`src/rtl/calc_sequencer.sv`:
```
// calc_sequencer: sequences one calculator command per Enter rising edge.
//   load: Acc <= Operand; execute: present OP/A/B for SETTLE cycles, then Acc <= R.
//   Latency: edge to Done is 1 cycle (load) or SETTLE+1 cycles (execute).
//   Edges seen while Busy are dropped; Clear overrides everything synchronously.
// Ports:
//   Clock, Reset (async, active-high), Enter (async strobe), Clear (sync)
//   LoadMode/OpSel/Operand : command inputs sampled on an accepted edge
//   R, ovf                 : result/overflow from the external combinational calculator
//   OP, A, B               : calculator operands (A mirrors Acc)
//   Acc, OvfSticky, Busy, Done, OpCount : status / result outputs
module calc_sequencer #(
  parameter int SETTLE = 1,
  parameter int CNT_W  = 8
) (
  input  logic             Clock,
  input  logic             Reset,
  input  logic             Enter,
  input  logic             Clear,
  input  logic             LoadMode,
  input  logic [2:0]       OpSel,
  input  logic [3:0]       Operand,
  input  logic [3:0]       R,
  input  logic             ovf,
  output logic [2:0]       OP,
  output logic [3:0]       A,
  output logic [3:0]       B,
  output logic [3:0]       Acc,
  output logic             OvfSticky,
  output logic             Busy,
  output logic             Done,
  output logic [CNT_W-1:0] OpCount
);

  typedef enum logic [1:0] {
    IDLE    = 2'd0,
    ISSUE   = 2'd1,
    CAPTURE = 2'd2,
    LOAD    = 2'd3
  } state_t;

  localparam logic [3:0] SETTLE_LAST = 4'(SETTLE - 1);

  state_t     state, next_state;
  logic       s1, s2, s3;
  logic       enter_edge;
  logic [3:0] settle_cnt;
  logic       complete;

  // Two-flop synchronizer plus a history flop for rising-edge detection.
  always_ff @(posedge Clock or posedge Reset) begin
    if (Reset) begin
      s1 <= 1'b0;
      s2 <= 1'b0;
      s3 <= 1'b0;
    end else begin
      s1 <= Enter;
      s2 <= s1;
      s3 <= s2;
    end
  end

  assign enter_edge = s2 & ~s3;

  // State register
  always_ff @(posedge Clock or posedge Reset) begin
    if (Reset) state <= IDLE;
    else       state <= next_state;
  end

  // Next-state logic; edges are only accepted in IDLE, so edges while busy vanish.
  always_comb begin
    next_state = state;
    if (Clear) begin
      next_state = IDLE;
    end else begin
      case (state)
        IDLE:    if (enter_edge) next_state = LoadMode ? LOAD : ISSUE;
        ISSUE:   if (settle_cnt == SETTLE_LAST) next_state = CAPTURE;
        CAPTURE: next_state = IDLE;
        LOAD:    next_state = IDLE;
        default: next_state = IDLE;
      endcase
    end
  end

  // Output decode
  always_comb begin
    Busy     = (state != IDLE);
    complete = (state == CAPTURE) || (state == LOAD);
  end

  assign A = Acc;

  // Datapath registers. OP/B are only written in IDLE, which keeps them stable
  // for the whole ISSUE/CAPTURE window.
  always_ff @(posedge Clock or posedge Reset) begin
    if (Reset) begin
      OP         <= 3'b000;
      B          <= 4'b0000;
      Acc        <= 4'b0000;
      OvfSticky  <= 1'b0;
      Done       <= 1'b0;
      OpCount    <= '0;
      settle_cnt <= 4'd0;
    end else begin
      Done <= complete & ~Clear;
      if (Clear) begin
        Acc       <= 4'b0000;
        OvfSticky <= 1'b0;
        OpCount   <= '0;
      end else begin
        case (state)
          IDLE: begin
            if (enter_edge) begin
              B <= Operand;
              if (!LoadMode) begin
                OP         <= OpSel;
                settle_cnt <= 4'd0;
              end
            end
          end
          ISSUE: settle_cnt <= settle_cnt + 4'd1;
          CAPTURE: begin
            Acc       <= R;
            OvfSticky <= OvfSticky | ovf;
            if (OpCount != '1) OpCount <= OpCount + CNT_W'(1);
          end
          LOAD: begin
            Acc <= B;
            if (OpCount != '1) OpCount <= OpCount + CNT_W'(1);
          end
          default: ;
        endcase
      end
    end
  end

endmodule

```
`config.mk`:
```
export PLATFORM = sky130hd
export DESIGN_NAME = calc_sequencer
export DESIGN_NICKNAME = d
export VERILOG_FILES = /design/src/rtl/calc_sequencer.sv
export SDC_FILE = /design/constraint.sdc
export NUM_CORES = 1
export LEC_CHECK = 0
export BUFFER_PORTS_ARGS = -buffer_cell sky130_fd_sc_hd__buf_2
export CAP_MARGIN = 0
export CORE_MARGIN = 2
export CORE_UTILIZATION = 46
export DETAILED_ROUTE_END_ITERATION = 8
export PLACE_DENSITY = 0.72
export SETUP_SLACK_MARGIN = 0.02
export SLEW_MARGIN = 0
export SYNTH_ARGS = -nofsm -noshare
export SYNTH_HDL_FRONTEND = slang
export SYNTH_SLANG_ARGS = --single-unit
```
`constraint.sdc`:
```
create_clock -name Clock -period 2 [get_ports Clock]
set_input_delay 0.2 -clock Clock [delete_from_list [all_inputs] [get_ports Clock]]
set_output_delay 0.2 -clock Clock [all_outputs]
set_load 0.005 [all_outputs]
```
# Word-level counts from Yosys, hierarchy flattened
# Index checks and enable logic that the tools add are counted.
dict set report totals {
  reg_bits 30
  latchBits 0
  ram_bits 0
  mem_bits_ro 0
  input_bits 17
  output_inout_bits 26
  wordCells 57
  mem_count 0
}
dict set report op_classes {
  addsub 2
  multipliers 0
  div 0
  order_cmp 0
  eq_ne 8
  shifts 0
  mux 15
  bitwise_logic 6
  reduce_logical 15
}
# op n
set op_table {}
lappend op_table {{two-way mux 8 bit} 3}
lappend op_table {{case mux 4 bit (2 select lines)} 2}
lappend op_table {{two-way mux 4 bit} 3}
lappend op_table {{nonzero test 2 bit} 5}
lappend op_table {{adder 8 x 1 -> 8 bit (second input constant)} 1}
lappend op_table {{two-way mux 2 bit} 4}
lappend op_table {{inequality test 8 bit (second input constant)} 1}
lappend op_table {{AND reduction 4 bit} 2}
lappend op_table {{inequality test 3 bit (second input constant)} 2}
lappend op_table {{case mux 2 bit (3 select lines)} 1}
lappend op_table {{adder 4 x 1 -> 4 bit (second input constant)} 1}
lappend op_table {{equality test 2 bit (second input constant)} 2}
lappend op_table {{logical NOT 4 bit} 1}
lappend op_table {{inequality test 2 bit (second input constant)} 2}
lappend op_table {{AND reduction 2 bit} 2}
lappend op_table {{NOT 1 bit} 3}
lappend op_table {{AND reduction 3 bit} 1}
lappend op_table {{nonzero test 3 bit} 1}
lappend op_table {{AND 1 bit} 2}
lappend op_table {{equality test 2 x 1 -> 1 bit (second input constant)} 1}
lappend op_table {{logical NOT 2 bit} 1}
lappend op_table {{two-way mux 1 bit} 2}
lappend op_table {{OR reduction 2 bit} 1}
lappend op_table {{logical OR 1 bit} 1}
lappend op_table {{bitwise OR 1 bit} 1}

# Depth between registers and ports, before layout
# Gate-level depths: netlist (run 1).
dict set report logic_depth {
  word_depth 5
  mapped_depth 5
  depth_no_buf 5
}

# Worst setup path after synthesis (run 1)
# OpenSTA, ideal clock, no wires.
dict set report synth_timing {
  path_type {register -> register}
  startpoint {reg OpCount[0]}
  endpoint {reg OpCount[0]}
  setup_time_ps 125
  arrival_time_ps 1534
  t_required_ps 1875
  setup_slack_ps 341
  path_stages_with_launch 5
  n_path_buf 0
  period_less_slack_ps 1659
  cell_sequence {dfrtp_1 -> ha_1 -> and4_1 -> a21boi_0 -> mux2_2}
}
dict set report synth_between {
  elab_chain_cells 4
  word_cells_on_any_way 7
  cone_classes {add/sub (1); eq/ne (1); mux (3); reduce/logical (2)}
}
# element line
set synth_rtl {}
lappend synth_rtl {{from (decl)} 31} ;# output logic [CNT_W-1:0] OpCount
lappend synth_rtl {{from (signal assigned)} 126} ;# if (OpCount != '1) OpCount <= OpCount + CNT_W'(1);
lappend synth_rtl {{from (signal assigned)} 130} ;# if (OpCount != '1) OpCount <= OpCount + CNT_W'(1);
lappend synth_rtl {{adder 8 x 1 -> 8 bit} {126, 130}}
lappend synth_rtl {{two-way mux 8 bit} {126, 130}}
lappend synth_rtl {{two-way mux 8 bit} n/a}
lappend synth_rtl {{two-way mux 8 bit} 107} ;# if (Clear) begin
# Parallel ways exist; a longest one is shown, timed or not. The select of a mux whose other input is x is not followed.
# A chain may end at the register's enable or synchronous reset.

# Worst setup path after layout (run 1)
# Same ends and word-level chain as after synthesis.

==> metrics.txt, run 1 <==
status=completed; initial antenna violation count=0; kind of end point of the critical path=flop; crit-path max FO=7; final setup TNS=0 ps; average size of a mapped cell=about 11 µm²; Die Y=60.7 µm; via count=approximately 1.2k; critical path type=reg -> reg; Syn Nets=153; #FFs+latches synth=30; worst reg-to-reg path cell count=4; setup slack after layout=157 ps; ant diodes=0; Cell Area, Placed=0.00172 mm²; final hold violations=0; period utilisation layout=0.922; hold path depth=2; initial DRC count=32; slowest cell on the critical path=dfrtp_1; IO Port Bufs=42; Mapped Cells=133; Main synth FF type=dfrtp_1; CP Launch Type=flop; Leak=0.902 nW; Setup-failing EPs final=0; Distinct cells, synth=35; RR Endpoint=OpCount[0]; fin. max-slew vios=0; CTS Buf Count=5; Crit path max-delay family=flip-flops; vias per cell=5.24; total grt overflow=0; Post-synth EDFFs=0; slowest stage delay, CP=450 ps; Rows=20; Area Growth Syn to Fin=21.8%; Final Core Density=0.590; Worst Path Buf+Inv=0; worst min path class=in -> reg; hold worst-path end=B[2]; Peak Freq=543 MHz; # clock sinks=30; Hold Startpoint=Operand[2]; IO Pins=43; post-route ant nets=0; GPL Wtd Cong=0.744; cells along the critical path=ha_1 > and4_1 > a21boi_0 > mux2_2; Total Nets Final=198; reg2reg setup slack=160 ps; clock slew at reported path FFs=~90 ps; Die X=a little over 60 µm; Core ar.=a little over 0.003 mm²; Max-Cap Viols=0; layout cells sized above 1=0.369; power per cell area=809 mW/mm²; post-synthesis cell area=0.00148 mm²; drt pass-1 iters=4; worst flop-to-flop path startpoint=OpCount[0]; first-pass GRT wire length=4870 µm; Worst EP required=2210 ps; fin area=0.00180 mm²; Setup Fix Bufs, Post-CTS=0; DR WL/cell=between 10 and 15 µm; full die area=0.00368 mm²; CTS H-tree lvls=2; CP arrival=2060 ps; measured slew at the worst slew-check pin=between 400 and 500 ps; headroom to the max-slew limit=0.719; YS warnings=0; Worst VDD drop=0.615 mV; HPWL after DPL=2130 µm; Initial Util=0.484; vias in the first global route=1117; pre-CTS WS=between 150 and 200 ps; share of flip-flops with an asynchronous set or reset=1.00; clk root buf=clkbuf_4; worst skew pair latency=320 ps; RSZ-0062 raised after global routing=no; TritonCTS clock tree=built; DRC viols=0; sequential fraction of the synthesis area=0.508; CTS max path bufs=2; routed wire length=3030 µm; largest net degree at the start of global routing=31; gr usage total=0.182; min Tclk post-route=1840 ps; skew final=between 5 and 6 ps; CP Launch Point=OpCount[0]
## worst max path at each step
stage                 endpoint  slack (ps)  cells after the start
detailed placement  OpCount[0]         180                      4
global route        OpCount[0]          80                      4
CTS                 OpCount[0]         160                      4
floorplan           OpCount[0]         340                      4
finish              OpCount[0]         160                      4
global placement    OpCount[0]         320                      4
## cells by family after synthesis
group,Yosys count,share of synthesized area
buffers and inverters,15,0.0482
adders and majority gates,3,0.0254
and+or+nand+nor,42,0.169
muxes,17,0.130
DFF,30,0.508
AOI/OAI and AO/OA,26,0.119
## per-stage QoR
| stage | hold slack, ps | power (mW) | instances |
|---|---|---|---|
| 3_5_place_dp | 293 | 1.10 | 213 |
| 6_report | 110 | 1.46 | 223 |
| 2_1_floorplan | 231 | 0.972 | 133 |
| 4_1_cts | 98.0 | 1.47 | 223 |
| 5_1_grt | 94.7 | 1.55 | 223 |
| 3_3_place_gp | 290 | 1.08 | 213 |
## sequential cells by signal, summed over array words and instances (netlist names), 2 cells and up
signal      cells
A               4
B               4
OP              3
OpCount         8
settle_cnt      4
state           2
## placed cells by master (no fill, tap or decap), drive strengths merged, types with 2 or more instances in the layout
cell type / n
o211ai: 2
a211oi: 7
nor2b: 4
nor3b: 2
dlygate4sd3: 2
nand2b: 2
or2: 2
buf: 46
clkbuf: 7
o21bai: 2
a21oi: 3
mux2i: 8
ha: 3
nand4: 3
a31oi: 4
mux2: 9
nor3: 5
nand3: 3
dfrtp: 30
o21ai: 4
nand2: 2
and3: 4
inv: 5
nor2: 10
## what timing repair did
action                                 CTS  global route
endpoints found under the hold margin   31             0
hold buffers                             2             0
resized for setup                        0             0
## final cells by class
class	instances	area [µm²]
Sequential cell	30	751
Fill cell	277	1250
Clock buffer	7	55.1
Inverter	5	18.8
Multi-Input combinational cell	88	657
Tap cell	44	55.1
Timing Repair Buffer	48	260
Clock inverter	1	5.00
## per-layer routing
layer / wire (µm) / track usage / vias to the layer above / share of wire
met5: 0 / 0 / - / 0
met4: 40 / 0.0745 / 0 / 0.013
met3: 194 / 0.0512 / 5 / 0.064
met2: 1490 / 0.306 / 38 / 0.49
met1: 1300 / 0.220 / 555 / 0.43
li1: - / - / 570 / -
## cells in the mapped netlist (2+ instances only)
| cell | n | share of area |
|---|---|---|
| a211oi_1 | 7 | 0.036 |
| a21oi_1 | 3 | 0.010 |
| a31oi_1 | 4 | 0.017 |
| and3_1 | 4 | 0.017 |
| buf_4 | 4 | 0.020 |
| clkbuf_1 | 6 | 0.015 |
| dfrtp_1 | 30 | 0.51 |
| ha_1 | 3 | 0.025 |
| inv_1 | 5 | 0.013 |
| mux2_2 | 6 | 0.046 |
| mux2_4 | 3 | 0.030 |
| mux2i_1 | 8 | 0.054 |
| nand2_1 | 2 | 0.0051 |
| nand2b_1 | 2 | 0.0085 |
| nand3_1 | 3 | 0.010 |
| nand4_1 | 3 | 0.013 |
| nor2_1 | 10 | 0.025 |
| nor2b_1 | 4 | 0.017 |
| nor3_1 | 5 | 0.017 |
| o211ai_1 | 2 | 0.010 |
| o21ai_0 | 4 | 0.014 |
| o21bai_1 | 2 | 0.010 |
## report_power, final
| group | internal [mW] | total, mW | leakage, nW | switching, mW |
|---|---|---|---|---|
| registers | 0.691 | 0.758 | 0.393 | 0.0665 |
| logic | 0.179 | 0.328 | 0.474 | 0.149 |
| clock network | 0.170 | 0.371 | 0.0353 | 0.201 |
Note: power is estimated with default switching activity, not from simulation.
==> inputs of run 2 (changes only) <==
--- a/config.mk
+++ b/config.mk
@@ -6,11 +6,13 @@
 export NUM_CORES = 1
 export LEC_CHECK = 0
 export BUFFER_PORTS_ARGS = -buffer_cell sky130_fd_sc_hd__buf_2
-export CAP_MARGIN = 0
+export CAP_MARGIN = 40
+export CORE_ASPECT_RATIO = 1.75
 export CORE_MARGIN = 2
 export CORE_UTILIZATION = 46
 export DETAILED_ROUTE_END_ITERATION = 8
 export PLACE_DENSITY = 0.72
+export RECOVER_POWER = 25
 export SETUP_SLACK_MARGIN = 0.02
 export SLEW_MARGIN = 0
 export SYNTH_ARGS = -nofsm -noshare
==> run 2 against run 1 <==
Sequential power is essentially flat. Clock skew down 0.83 ps. Total power is 9.5% higher. Combinational power about the same. First-iteration DRC count decreased by 53%. Count of clock-buffer cells in the layout fell by 1. Sequential share of layout area down 0.49 points. Largest cell class unchanged. Highest routed layer unchanged.
==> metrics.txt, run 2 (synthesis gave the netlist of run 1 again) <==
post-route ant nets=0; most frequent cells in the layout=42 x buf_2, 30 x dfrtp_1, 10 x nor2_1; max reg flops=8; vias in the first global route=1147; Post-CTS Resized=0; first-pass GRT wire length=5200 µm; initial antenna violation count=0; skew final=4.61 ps; Setup Fix Bufs, Post-CTS=0; fin. max-slew vios=0; largest net degree at the start of global routing=31; WHS=around 24 ps; headroom to the max-slew limit=0.512; worst min path class=in -> reg; routed wire length=3260 µm; Leak=0.909 nW; slowest stage delay, CP=approximately 450 ps; CP Launch Point=OpCount[0]; CTS H-tree lvls=2; status=completed; Biggest register=OpCount; Area Growth Syn to Fin=23.3%; total power=around 1.6 mW; final hold violations=0; total grt overflow=0; Cell Area, Placed=about 0.0017 mm²; pre-CTS WS=196 ps; drt pass-1 iters=4; most common cell after layout, fill and taps aside=buf_2; worst skew pair latency=~290 ps; final setup TNS=0 ps; Final Non-Filler Cells=221; via count=between 1k and 1.5k; setup slack after layout=175 ps; layout cells sized above 1=0.376; DRC viols=0; TritonCTS clock tree=built; # clock sinks=30; power per cell area=875 mW/mm²; period utilisation layout=0.912; CTS max path bufs=2; clk root buf=clkbuf_8; worst flop-to-flop path startpoint=OpCount[0]; IO Pins=43; vias per cell=5.40; cells along the critical path=ha_1 > and4_1 > a21boi_0 > mux2_2; critical path type=reg -> reg; Initial Util=0.476; full die area=0.00370 mm²; measured slew at the worst slew-check pin=732 ps; CP Launch Type=flop; DR WL/cell=14.8 µm; CTS Hold Bufs=1; IO Port Bufs=42; Die X=46.9 µm; kind of end point of the critical path=flop; RSZ-0062 raised after global routing=no; RR Endpoint=OpCount[0]; Total Nets Final=197; fin area=0.00182 mm²; clock slew at reported path FFs=60 ps; Fillers=265; Worst EP required=2180 ps; GPL Wtd Cong=0.818; ant diodes=0; Worst VDD drop=0.593 mV; Setup-failing EPs final=0; Setup crit end=OpCount[0]; Rows=27; min Tclk post-route=1820 ps; Final Core Density=0.587; gr usage total=0.201; Max-Cap Viols=0; Die Y=79.0 µm; slowest cell on the critical path=dfrtp_1; Core ar.=0.00311 mm²; Peak Freq=548 MHz; initial DRC count=15; CTS Buf Count=5; Hold Startpoint=Enter; Placed Instances=212; crit-path max FO=7; CP arrival=2000 ps; worst reg-to-reg path cell count=4; HPWL after DPL=2420 µm; reg2reg setup slack=180 ps
-- run 2: layout make-up --
| cell class | instances | area, µm² | area share |
|---|---|---|---|
| tap | 43 | 53.8 | 0.0295 |
| clock buffer | 6 | 82.6 | 0.0453 |
| clock inverter | 2 | 12.5 | 0.00686 |
| multi-input combinational | 88 | 657 | 0.360 |
| sequential | 30 | 751 | 0.412 |
| inverter | 5 | 18.8 | 0.0103 |
| timing repair buffer | 47 | 248 | 0.136 |
-- run 2: worst max-delay path: cells and delay by family (launching register included) --
family	cells	cell delay, ps
multiplexers	1	380
adder cells (fa/ha/maj)	1	290
flip-flops	1	450
AND/OR/NAND/NOR	1	250
AO/OA/AOI/OAI	1	340
-- run 2: layer usage --
layer,GRT usage,part of all wire,up-vias
met1,0.215,0.38,582
met5,0,0,-
met2,0.323,0.53,35
met3,0.0636,0.053,9
li1,-,-,568
met4,0.128,0.036,0
-- run 2: worst min path at each step --
| stage | to | cells after the start | slack [ps] |
|---|---|---|---|
| 2_1_floorplan | s1 | 0 | 230 |
| 3_3_place_gp | B[3] | 3 | 290 |
| 3_5_place_dp | B[1] | 3 | 300 |
| 4_1_cts | s1 | 1 | 20 |
| 5_1_grt | s1 | 1 | 10 |
| 6_report | s1 | 1 | 20 |
-- run 2: report_power, final --
| part | switching, mW | total (mW) | internal, mW |
|---|---|---|---|
| Clock | 0.230 | 0.506 | 0.276 |
| Sequential | 0.0653 | 0.758 | 0.693 |
| Combinational | 0.155 | 0.331 | 0.176 |
==> inputs of run 3 (changes only) <==
--- a/config.mk
+++ b/config.mk
@@ -9,9 +9,9 @@
 export CAP_MARGIN = 40
 export CORE_ASPECT_RATIO = 1.75
 export CORE_MARGIN = 2
-export CORE_UTILIZATION = 46
+export CORE_UTILIZATION = 51
 export DETAILED_ROUTE_END_ITERATION = 8
-export PLACE_DENSITY = 0.72
+export PLACE_DENSITY = 0.78
 export RECOVER_POWER = 25
 export SETUP_SLACK_MARGIN = 0.02
 export SLEW_MARGIN = 0
==> run 3 against run 2 <==
Total power down 3.8%. Worst hold slack better by 3.5 ps. Via count down 1.1%. First-iteration DRC count down 27%. Die area down 9.2%. Design area down 2.1%. Clock skew up 2.0 ps. Wire length down 5.6%. Clock power down 11%. Worst setup slack better by 19 ps. Largest cell class unchanged.
==> metrics.txt, run 3 (synthesis gave the netlist of run 1 again) <==
Psw=426 µW; hold path depth=1; Leak=about 0.90 nW; CP Launch Type=flop; fin. max-slew vios=0; crit-path max FO=7; Die Y=about 75 µm; layout cells sized above 1=0.362; RR Endpoint=OpCount[0]; largest net degree at the start of global routing=31; Area Growth Syn to Fin=20.6%; power per cell area=860 mW/mm²; Peak Freq=554 MHz; Core ar.=0.00272 mm²; IO Port Bufs=42; CP Launch Point=OpCount[0]; sw frac=0.278; Max-Cap Viols=0; combinational share of power=0.212; RSZ-0062 raised after global routing=no; reg2reg setup slack=slightly below 200 ps; initial DRC count=11; Pint=around 1.1 mW; min Tclk post-route=1810 ps; CTS max path bufs=2; drt pass-1 iters=4; CP arrival=1970 ps; Setup-failing EPs final=0; final setup TNS=0 ps; max reg flops=8; worst flop-to-flop path startpoint=OpCount[0]; Rows=25; total grt overflow=0; Biggest register=OpCount; CTS Hold Bufs=1; gr usage total=0.213; Placed Instances=196; skew final=around 6.6 ps; Total Nets Final=197; most frequent cells in the layout=42 x buf_2, 30 x dfrtp_1, 10 x nor2_1; Sequential Power Share=0.495; worst reg-to-reg path cell count=4; final hold violations=0; Final Non-Filler Cells=just over 200; HPWL after DPL=2250 µm; Worst EP required=2170 ps; initial antenna violation count=0; Post-CTS Resized=0; vias in the first global route=1177; most common cell after layout, fill and taps aside=buf_2; # clock sinks=30; critical path type=reg -> reg; worst skew pair latency=280 ps; CTS Buf Count=5; vias per cell=5.79; ant diodes=0; CTS H-tree lvls=2; Setup Fix Bufs, Post-CTS=0; Die X=44.7 µm; headroom to the max-slew limit=0.505; status=completed; IO Pins=43; DRC viols=0; GPL Wtd Cong=0.814; period utilisation layout=0.903; via count=1181; Initial Util=0.543; kind of end point of the critical path=flop; Setup crit end=OpCount[0]; clock power share=0.293; first-pass GRT wire length=~5100 µm; routed wire length=3080 µm; clk root buf=clkbuf_8; post-route ant nets=0; clock slew at reported path FFs=60 ps; Final Core Density=0.656; TritonCTS clock tree=built; Worst VDD drop=roughly 0.7 mV; full die area=0.00336 mm²; measured slew at the worst slew-check pin=742 ps; worst min path class=in -> reg; DR WL/cell=15.1 µm
## run 3: area by class of cell
cell class,instances,area [µm²]
clock buffer,7,76.3
tap,27,33.8
fill,231,937
sequential,30,751
inverter,5,18.8
multi-input combinational,88,657
timing repair buffer,47,248
## run 3: worst max-delay path: stages, from the launching register on
cell and delay (ps):
dfrtp_1 440, ha_1 290, and4_1 250, a21boi_0 340
mux2_2 380
## run 3: metal layers
layer	GRT usage	wire (µm)	vias up
met3	0.0576	158	6
met2	0.372	1640	33
met5	0	0	-
met4	0.111	67	0
li1	-	-	568
met1	0.226	1210	574
## run 3: through the flow
step / power (mW) / worst slack, ps / hold slack (ps) / instance area, µm²
5_1_grt: 1.62 / 109 / 23.8 / 1780
4_1_cts: 1.56 / 209 / 18.2 / 1790
3_5_place_dp: 1.10 / 229 / 297 / 1700
2_1_floorplan: 0.972 / 341 / 231 / 1480
6_report: 1.53 / 195 / 27.4 / 1780
3_3_place_gp: 1.08 / 322 / 284 / 1700
## run 3: how the worst min path moves through the flow
stage | from | endpoint | slack [ps]
floorplan | Enter | s1 | 230
global placement | Reset | OpCount[7] | 280
detailed placement | Reset | OpCount[3] | 300
CTS | Enter | s1 | 20
global route | Enter | s1 | 20
finish | Enter | s1 | 30
## run 3: power by group through the flow
stage / logic, mW / clock network [mW] / registers, mW
final: 0.325 / 0.450 / 0.759
after floorplan: 0.208 / 0 / 0.764
after CTS: 0.331 / 0.471 / 0.760
after global placement: 0.317 / 0 / 0.761
after detailed placement: 0.329 / 0 / 0.771
after global routing: 0.361 / 0.489 / 0.771
